### src/rtl/carry_chain_bist_if.sv
// Connection between the carry-chain BIST initiator and the carry stages under test.
// The initiator drives per-stage a/b and the stage-0 carry-in, and observes every cout.
interface carry_chain_bist_if #(
    parameter int NUM_STAGES = 4
);
    logic [NUM_STAGES-1:0] dut_a;
    logic [NUM_STAGES-1:0] dut_b;
    logic                  dut_cin;
    logic [NUM_STAGES-1:0] dut_cout;

    modport master (
        output dut_a,
        output dut_b,
        output dut_cin,
        input  dut_cout
    );

    modport slave (
        input  dut_a,
        input  dut_b,
        input  dut_cin,
        output dut_cout
    );
endinterface

### src/rtl/carry_chain_bist.sv
// BIST initiator for the CLB carry chain: drives LFSR vectors, waits for the ripple
// to settle, and compares every stage's cout with a golden mux-chain model.
module carry_chain_bist #(
    parameter int          NUM_STAGES    = 4,
    parameter int          NUM_VECTORS   = 64,
    parameter int          SETTLE_CYCLES = 2,
    parameter logic [31:0] LFSR_SEED     = 32'hACE1_2024
) (
    input  logic                  clk,
    input  logic                  reset_n,
    input  logic                  start,
    carry_chain_bist_if.master    chain,
    output logic                  busy,
    output logic                  done,
    output logic                  pass,
    output logic [15:0]           fail_vec,
    output logic [NUM_STAGES-1:0] fail_mask
);
    localparam int          N           = NUM_STAGES;
    localparam logic [15:0] LAST_VEC    = 16'(NUM_VECTORS - 1);
    localparam logic [3:0]  LAST_SETTLE = 4'(SETTLE_CYCLES - 1);

    typedef enum logic [1:0] {IDLE, APPLY, CHECK, DONE} state_t;

    state_t        state_reg, state_next;
    logic [31:0]   lfsr_reg, lfsr_next;
    logic [15:0]   vec_cnt_reg, vec_cnt_next;
    logic [3:0]    settle_cnt_reg, settle_cnt_next;
    logic [N-1:0]  a_reg, a_next;
    logic [N-1:0]  b_reg, b_next;
    logic          cin_reg, cin_next;
    logic          pass_reg, pass_next;
    logic [15:0]   fail_vec_reg, fail_vec_next;
    logic [N-1:0]  fail_mask_reg, fail_mask_next;
    logic          load_vec;

    logic [31:0]   lfsr_step;
    logic [N-1:0]  carry;
    logic [N-1:0]  expected;
    logic [N-1:0]  mask;

    assign lfsr_step = {lfsr_reg[30:0], lfsr_reg[31] ^ lfsr_reg[21] ^ lfsr_reg[1] ^ lfsr_reg[0]};

    // Golden ripple, built only from the registered stimulus so a broken chain cannot mask itself.
    assign carry[0] = cin_reg;
    genvar gi;
    generate
        for (gi = 0; gi < N; gi++) begin : g_golden
            assign expected[gi] = carry[gi] ? b_reg[gi] : a_reg[gi];
            if (gi < N - 1) begin : g_link
                assign carry[gi+1] = expected[gi];
            end
        end
    endgenerate

    assign mask = expected ^ chain.dut_cout;

    always_ff @(posedge clk or negedge reset_n) begin
        if (!reset_n) begin
            state_reg      <= IDLE;
            lfsr_reg       <= LFSR_SEED;
            vec_cnt_reg    <= '0;
            settle_cnt_reg <= '0;
            a_reg          <= '0;
            b_reg          <= '0;
            cin_reg        <= 1'b0;
            pass_reg       <= 1'b0;
            fail_vec_reg   <= '0;
            fail_mask_reg  <= '0;
        end else begin
            state_reg      <= state_next;
            lfsr_reg       <= lfsr_next;
            vec_cnt_reg    <= vec_cnt_next;
            settle_cnt_reg <= settle_cnt_next;
            a_reg          <= a_next;
            b_reg          <= b_next;
            cin_reg        <= cin_next;
            pass_reg       <= pass_next;
            fail_vec_reg   <= fail_vec_next;
            fail_mask_reg  <= fail_mask_next;
        end
    end

    always_comb begin
        state_next      = state_reg;
        lfsr_next       = lfsr_reg;
        vec_cnt_next    = vec_cnt_reg;
        settle_cnt_next = settle_cnt_reg;
        a_next          = a_reg;
        b_next          = b_reg;
        cin_next        = cin_reg;
        pass_next       = pass_reg;
        fail_vec_next   = fail_vec_reg;
        fail_mask_next  = fail_mask_reg;
        load_vec        = 1'b0;

        case (state_reg)
            IDLE, DONE: begin
                if (start) begin
                    state_next      = APPLY;
                    lfsr_next       = LFSR_SEED;
                    vec_cnt_next    = '0;
                    settle_cnt_next = '0;
                    pass_next       = 1'b0;
                    fail_vec_next   = '0;
                    fail_mask_next  = '0;
                    load_vec        = 1'b1;
                end
            end
            APPLY: begin
                if (settle_cnt_reg == LAST_SETTLE) begin
                    settle_cnt_next = '0;
                    state_next      = CHECK;
                end else begin
                    settle_cnt_next = settle_cnt_reg + 4'd1;
                end
            end
            CHECK: begin
                // Match is tested as mask == 0 so an unknown cout falls into the failure branch.
                if (mask == '0) begin
                    if (vec_cnt_reg == LAST_VEC) begin
                        state_next = DONE;
                        pass_next  = 1'b1;
                    end else begin
                        lfsr_next    = lfsr_step;
                        vec_cnt_next = vec_cnt_reg + 16'd1;
                        load_vec     = 1'b1;
                        state_next   = APPLY;
                    end
                end else begin
                    state_next     = DONE;
                    pass_next      = 1'b0;
                    fail_vec_next  = vec_cnt_reg;
                    fail_mask_next = mask;
                end
            end
            default: state_next = IDLE;
        endcase

        if (load_vec) begin
            a_next   = lfsr_next[N-1:0];
            b_next   = lfsr_next[2*N-1:N];
            cin_next = lfsr_next[2*N];
        end
    end

    assign chain.dut_a   = a_reg;
    assign chain.dut_b   = b_reg;
    assign chain.dut_cin = cin_reg;

    assign busy      = (state_reg == APPLY) || (state_reg == CHECK);
    assign done      = (state_reg == DONE);
    assign pass      = done & pass_reg;
    assign fail_vec  = fail_vec_reg;
    assign fail_mask = fail_mask_reg;
endmodule

### src/flat_wrapper.sv
// flat-port wrapper written by rule: the top's interface ports become plain ports
module carry_chain_bist_flat 
#(
    parameter int          NUM_STAGES    = 4,
    parameter int          NUM_VECTORS   = 64,
    parameter int          SETTLE_CYCLES = 2,
    parameter logic [31:0] LFSR_SEED     = 32'hACE1_2024
)
  (clk, reset_n, start, busy, done, pass, fail_vec, fail_mask, chain_dut_a, chain_dut_b, chain_dut_cin, chain_dut_cout);
  carry_chain_bist_if #(.NUM_STAGES(NUM_STAGES)) chain_i ();
  input  logic clk;
  input  logic reset_n;
  input  logic start;
  output logic busy;
  output logic done;
  output logic pass;
  output logic [15:0] fail_vec;
  output logic [NUM_STAGES-1:0] fail_mask;
  output wire logic [$bits(chain_i.dut_a)-1:0] chain_dut_a;
  output wire logic [$bits(chain_i.dut_b)-1:0] chain_dut_b;
  output wire logic [$bits(chain_i.dut_cin)-1:0] chain_dut_cin;
  input wire logic [$bits(chain_i.dut_cout)-1:0] chain_dut_cout;
  assign chain_dut_a = chain_i.dut_a;
  assign chain_dut_b = chain_i.dut_b;
  assign chain_dut_cin = chain_i.dut_cin;
  assign chain_i.dut_cout = chain_dut_cout;
  carry_chain_bist #(.NUM_STAGES(NUM_STAGES), .NUM_VECTORS(NUM_VECTORS), .SETTLE_CYCLES(SETTLE_CYCLES), .LFSR_SEED(LFSR_SEED)) u_core (.clk(clk), .reset_n(reset_n), .start(start), .chain(chain_i), .busy(busy), .done(done), .pass(pass), .fail_vec(fail_vec), .fail_mask(fail_mask));
endmodule
### config.mk
export PLATFORM = sky130hd
export DESIGN_NAME = carry_chain_bist_flat
export DESIGN_NICKNAME = d
export VERILOG_FILES = /design/src/rtl/carry_chain_bist_if.sv /design/src/rtl/carry_chain_bist.sv /design/src/flat_wrapper.sv
export SDC_FILE = /design/constraint.sdc
export NUM_CORES = 1
export LEC_CHECK = 0
export CAP_MARGIN = 20
export CORE_MARGIN = 10
export CORE_UTILIZATION = 35
export CTS_BUF_LIST = sky130_fd_sc_hd__clkbuf_8
export DETAILED_ROUTE_END_ITERATION = 10
export GPL_TIMING_DRIVEN = 0
export PLACE_DENSITY = 0.55
export SYNTH_ARGS = -nofsm -noshare
export SYNTH_HDL_FRONTEND = slang
export SYNTH_SLANG_ARGS = --single-unit
### constraint.sdc
create_clock -name clk -period 5.81 [get_ports clk]
set_clock_uncertainty 0.05 [all_clocks]
set_input_delay 1.4525 -clock clk [delete_from_list [all_inputs] [get_ports clk]]
set_output_delay 1.4525 -clock clk [all_outputs]
set_load 0.01 [all_outputs]
After elaboration in Yosys (flattened, before gate mapping)
Index checks and enable logic that the tools add are counted.

Eq/ne operators: 11. Mux-type cells: 32. Bitwise logic cells: 5. $add $sub $neg: 2. Reductions and logical operators: 11.

Operators with widths (count): 2-to-1 mux 32 bit (3); 2-to-1 mux 16 bit (4); case mux 16 bit (2 select lines) (2); case mux 32 bit (2 select lines) (1); adder 16 x 1 -> 16 bit, second input constant (1); == test 16 x 6 -> 1 bit, second input constant (1); case mux 4 bit (2 select lines) (2); 2-to-1 mux 4 bit (3); 2-to-1 mux 1 bit (10); 2-to-1 mux 2 bit (4); inequality test 2 bit, second input constant (3); case mux 2 bit (3 select lines) (1); AND reduction 3 bit (2); adder 4 x 1 -> 4 bit, second input constant (1); == test 2 bit, second input constant (2); == test 4 x 1 -> 1 bit, second input constant (1); logical NOT 4 bit (1); inequality test 2 x 1 -> 1 bit, second input constant (2); case mux 1 bit (2 select lines) (2); AND reduction 2 bit (2); AND reduction 4 bit (1); nonzero test 2 bit (2); bitwise XOR 4 bit (1); inequality test 3 bit, second input constant (1); 6 further kinds (8).

Register bits: 84. Logic and storage cells: 72.

Depth between registers and ports, before layout
Depth in word-level cells: 8. Mapped depth: 10.

Least setup slack after synthesis
No wires, ideal clock.

Path type: in2reg. Start: in chain_dut_cout[2]. End: reg u_core.b_reg[3], in the netlist u_core.chain.dut_b[3]. Arrival: 3.035 ns. Path slack: 2.600 ns. Stages on the path: 8. Cells stage by stage: xnor2_1 > and2_1 > mux2i_1 > or3_4 > nor3_4 > o21a_1 > buf_4 > mux2_2.

Word-level cells in the longest chain between the ends: 4. Elaborated cells on any way between the ends: 6. Classes of those cells: 4 x mux; 1 x bitwise; 1 x reduce/logical.

RTL lines: start: declaration (RTL line flat_wrapper.sv:22) `input wire logic [$bits(chain_i.dut_cout)-1:0] chain_dut_cout;`; bitwise XOR 4 bit * (RTL line carry_chain_bist.sv:56) `assign mask = expected ^ chain.dut_cout;`; logical NOT 4 bit * (RTL line carry_chain_bist.sv:120) `if (mask == '0) begin`; 2-to-1 mux 32 bit / 2-to-1 mux 1 bit (equally long branches) (RTL line carry_chain_bist.sv:120); case mux 32 bit (2 select lines) / case mux 1 bit (2 select lines) (equally long branches) (RTL line carry_chain_bist.sv:97) `case (state_reg)`; end signal: assignment (RTL line carry_chain_bist.sv:76) `b_reg <= b_next;`; end: declaration (RTL line carry_chain_bist.sv:30) `logic [N-1:0] b_reg, b_next;`.

Mark *: on every way between the ends. The rest lies on a longest branch, timed or not. The select of a mux whose other input is x is not followed. A chain may end at the register's enable or synchronous reset.

Worst setup path after layout
Same ends and word-level chain as after synthesis.

==> impl_metrics.ini <==
[run_status]
status = finished clean

[layout]
stdcell_area_um2 = 4666
largest_register_ffs = 32
seqCellArea_um2 = 2116
nets = 441
multi_input_area_um2 = 1660
layout_common_cells = 73 x dfrtp_1, 64 x nand2_1, 38 x o21ai_0
area_growth_pct = 19.63
drive_gt1_share_pct = 9.954
antenna_cells = 0
fill_cells = 1094
layout_commonest_cell = dfrtp_1

[power_and_ir_drop]
p_clk_share_pct = 20.9
p_switching_mw = 0.7904
intPower_mw = 1.133
irDropWorstVdd_v = 0.0002286
seqPwrFrac_pct = 38.2
leakagePower_nw = 1.972
combPwrFrac_pct = 40.8
power_density_nw_per_um2 = 412.3
p_sw_share_pct = 41.09

[timing]
max_freq_mhz = 269.9
worstMarginPinSlew_ps = 500.3
setup_tns_ps = 0
slew_headroom_pct = 66.65
finalHoldViolations = 0
min_period_ps = 3705
fin_crit_sh_pct = 63.77
setup_viol = 0
drv_slew = 0
rsz0062_at_grt = false
whs_ps = 416.4

[logic_synthesis]
synth_cells = 377
synth_nets = 391
synth_top_family_by_area = compound AO/OA/AOI/OAI gates
synth-xor-area-share_pct = 1.572
synth_edf_count = 0
synthArstFlopShare_pct = 100.0
synth_area_per_cell_um2 = 10.34
ys_seq_area_share_pct = 54.25
ys.flop_type = dfrtp_1
synthSimpleGateAreaFrac_pct = 15.98
synth_compound_area_share_pct = 19.28
synth_cell_types = 45
synth_fa_ha_area_share_pct = 2.246
ys_seq_elements = 84
synth_area_um2 = 3900
ys_warn_count = 0
synth.mux.area_fraction_pct = 3.497

[global_routing]
antenna_found_initial = 0
grtUsageTotal_pct = 11.80
grt_first_pass_wirelength_um = 15540
grt-ovfl-total = 0
grt_pass1_vias = 2992
grt_max_degree = 65

[clock_network]
cts_tree = built
hold_buffers = 0
cts_max_level = 3
clockRootBuffer = clkbuf_8
cts.clk_slew.worst_paths_ps = 80
cts-resized-gates = 0
cts_max_path_buffers = 2
insertion_delay_ps = 350
post_cts_buffers = 0
clock-sinks = 84
cts_inserted_buffers = 9

[worst_setup_path]
start_kind = primary input
path_class = in -> reg
path_max_fanout = 9
crit_arrival_ps = 3890
cp.required_ps = 5990
setup.worst_path.end_class = flop
rrSetupSlack_ps = 2810

[routing]
viasPerCell = 5.243
ant_nets = 0
drt-total-wl_um = 9039
drcViolationCount = 0
wl_per_cell_um = 15.80
vias = 2999
drt-initial-drc-count = 246
drt-pass1-iter-count = 4

[die]
num_io_pins = 39
row_count = 38
dieArea_um2 = 15770
die_h_um = 125.6
die_w_um = 125.6
core_um2 = 10890
initial_core_util_pct = 35.82

[placed_design]
dpl_cell_area_um2 = 4481
io_buffers = 38
place_hpwl_um = 6538
gp_congestion = 0.7681

[worst_hold_path]
hp-class = reg -> reg

[run]
cap_viol_max_count = 0
-- kinds of logic after synthesis --
logic type	after synthesis
AO/OA/AOI/OAI	117
XOR/XNOR	7
adder cells (fa/ha/maj)	7
buffers and inverters	30
flip-flops	84
multiplexers	12
AND/OR/NAND/NOR	120
-- final timing paths --
check | endpoint | start | depth (start not counted)
worst max-delay path | u_core.chain.dut_b[3] | chain_dut_cout[2] | 9
max in group asynchronous | u_core.lfsr_reg[2] | reset_n | 2
worst max register to register | u_core.chain.dut_b[3] | u_core.vec_cnt_reg[0] | 9
worst min-delay path | u_core.lfsr_reg[22] | u_core.lfsr_reg[22] | 2
worst min register to register | u_core.lfsr_reg[22] | u_core.lfsr_reg[22] | 2
min in group asynchronous | u_core.fail_vec[6] | reset_n | 1
-- area by class of cell --
type,instances,share of cell area [%]
sequential,84,45.35
tap,140,3.754
clock buffer,9,2.655
inverter,10,0.8045
multi-input combinational,263,35.59
clock inverter,7,1.314
buffer,20,1.850
timing repair buffer,39,8.689
-- critical path: stages --
cell and delay, ps:
clkdlybuf4s50_1 560, xnor2_1 130, and2_1 130, mux2i_1 140, or3_4 400, nor3_4 350, o21a_1 200, buf_4 170
mux2_2 340
-- per-layer routing --
metal / wire length [um] / global-route usage (%) / vias up
met3: 377 / 3.000 / 10
met4: 116 / 3.997 / 0
met5: 0 / 0 / -
met2: 4204 / 17.80 / 55
li1: - / - / 1454
met1: 4340 / 16.02 / 1480
-- power by group through the flow --
stage / clock network [mW] / registers (mW) / logic [mW]
2_1_floorplan: 0 / 0.740 / 0.521
3_3_place_gp: 0 / 0.746 / 0.785
3_5_place_dp: 0 / 0.747 / 0.799
4_1_cts: 0.415 / 0.736 / 0.803
5_1_grt: 0.441 / 0.747 / 0.897
6_report: 0.403 / 0.735 / 0.786
-- through the flow --
| stage | utilization (%) | power, mW | instances | setup WS, ps |
|---|---|---|---|---|
| global placement | 40.92 | 1.531 | 555 | 138.7 |
| detailed placement | 41.15 | 1.546 | 556 | 1725 |
| finish | 42.85 | 1.924 | 572 | 2105 |
| global route | 42.85 | 2.084 | 572 | 1894 |
| CTS | 42.85 | 1.954 | 572 | 2091 |
| floorplan | - | 1.262 | 377 | 2600 |
-- cells in the mapped netlist, types with 5 or more instances --
| master | count | share of area (%) |
|---|---|---|
| a22o_1 | 26 | 5.8 |
| clkbuf_1 | 13 | 1.3 |
| or4_1 | 5 | 0.96 |
| o31ai_1 | 7 | 1.3 |
| o21ai_0 | 38 | 4.9 |
| mux2_1 | 5 | 1.4 |
| nand2b_1 | 6 | 0.96 |
| buf_2 | 6 | 0.77 |
| dfstp_2 | 11 | 7.4 |
| or3_1 | 12 | 1.9 |
| nand2_1 | 64 | 6.2 |
| dfrtp_1 | 73 | 47 |
| ha_1 | 7 | 2.2 |
| inv_1 | 10 | 0.96 |
| a21oi_1 | 31 | 4.0 |
| nor2_1 | 7 | 0.67 |
(Power assumes the default switching activity.)
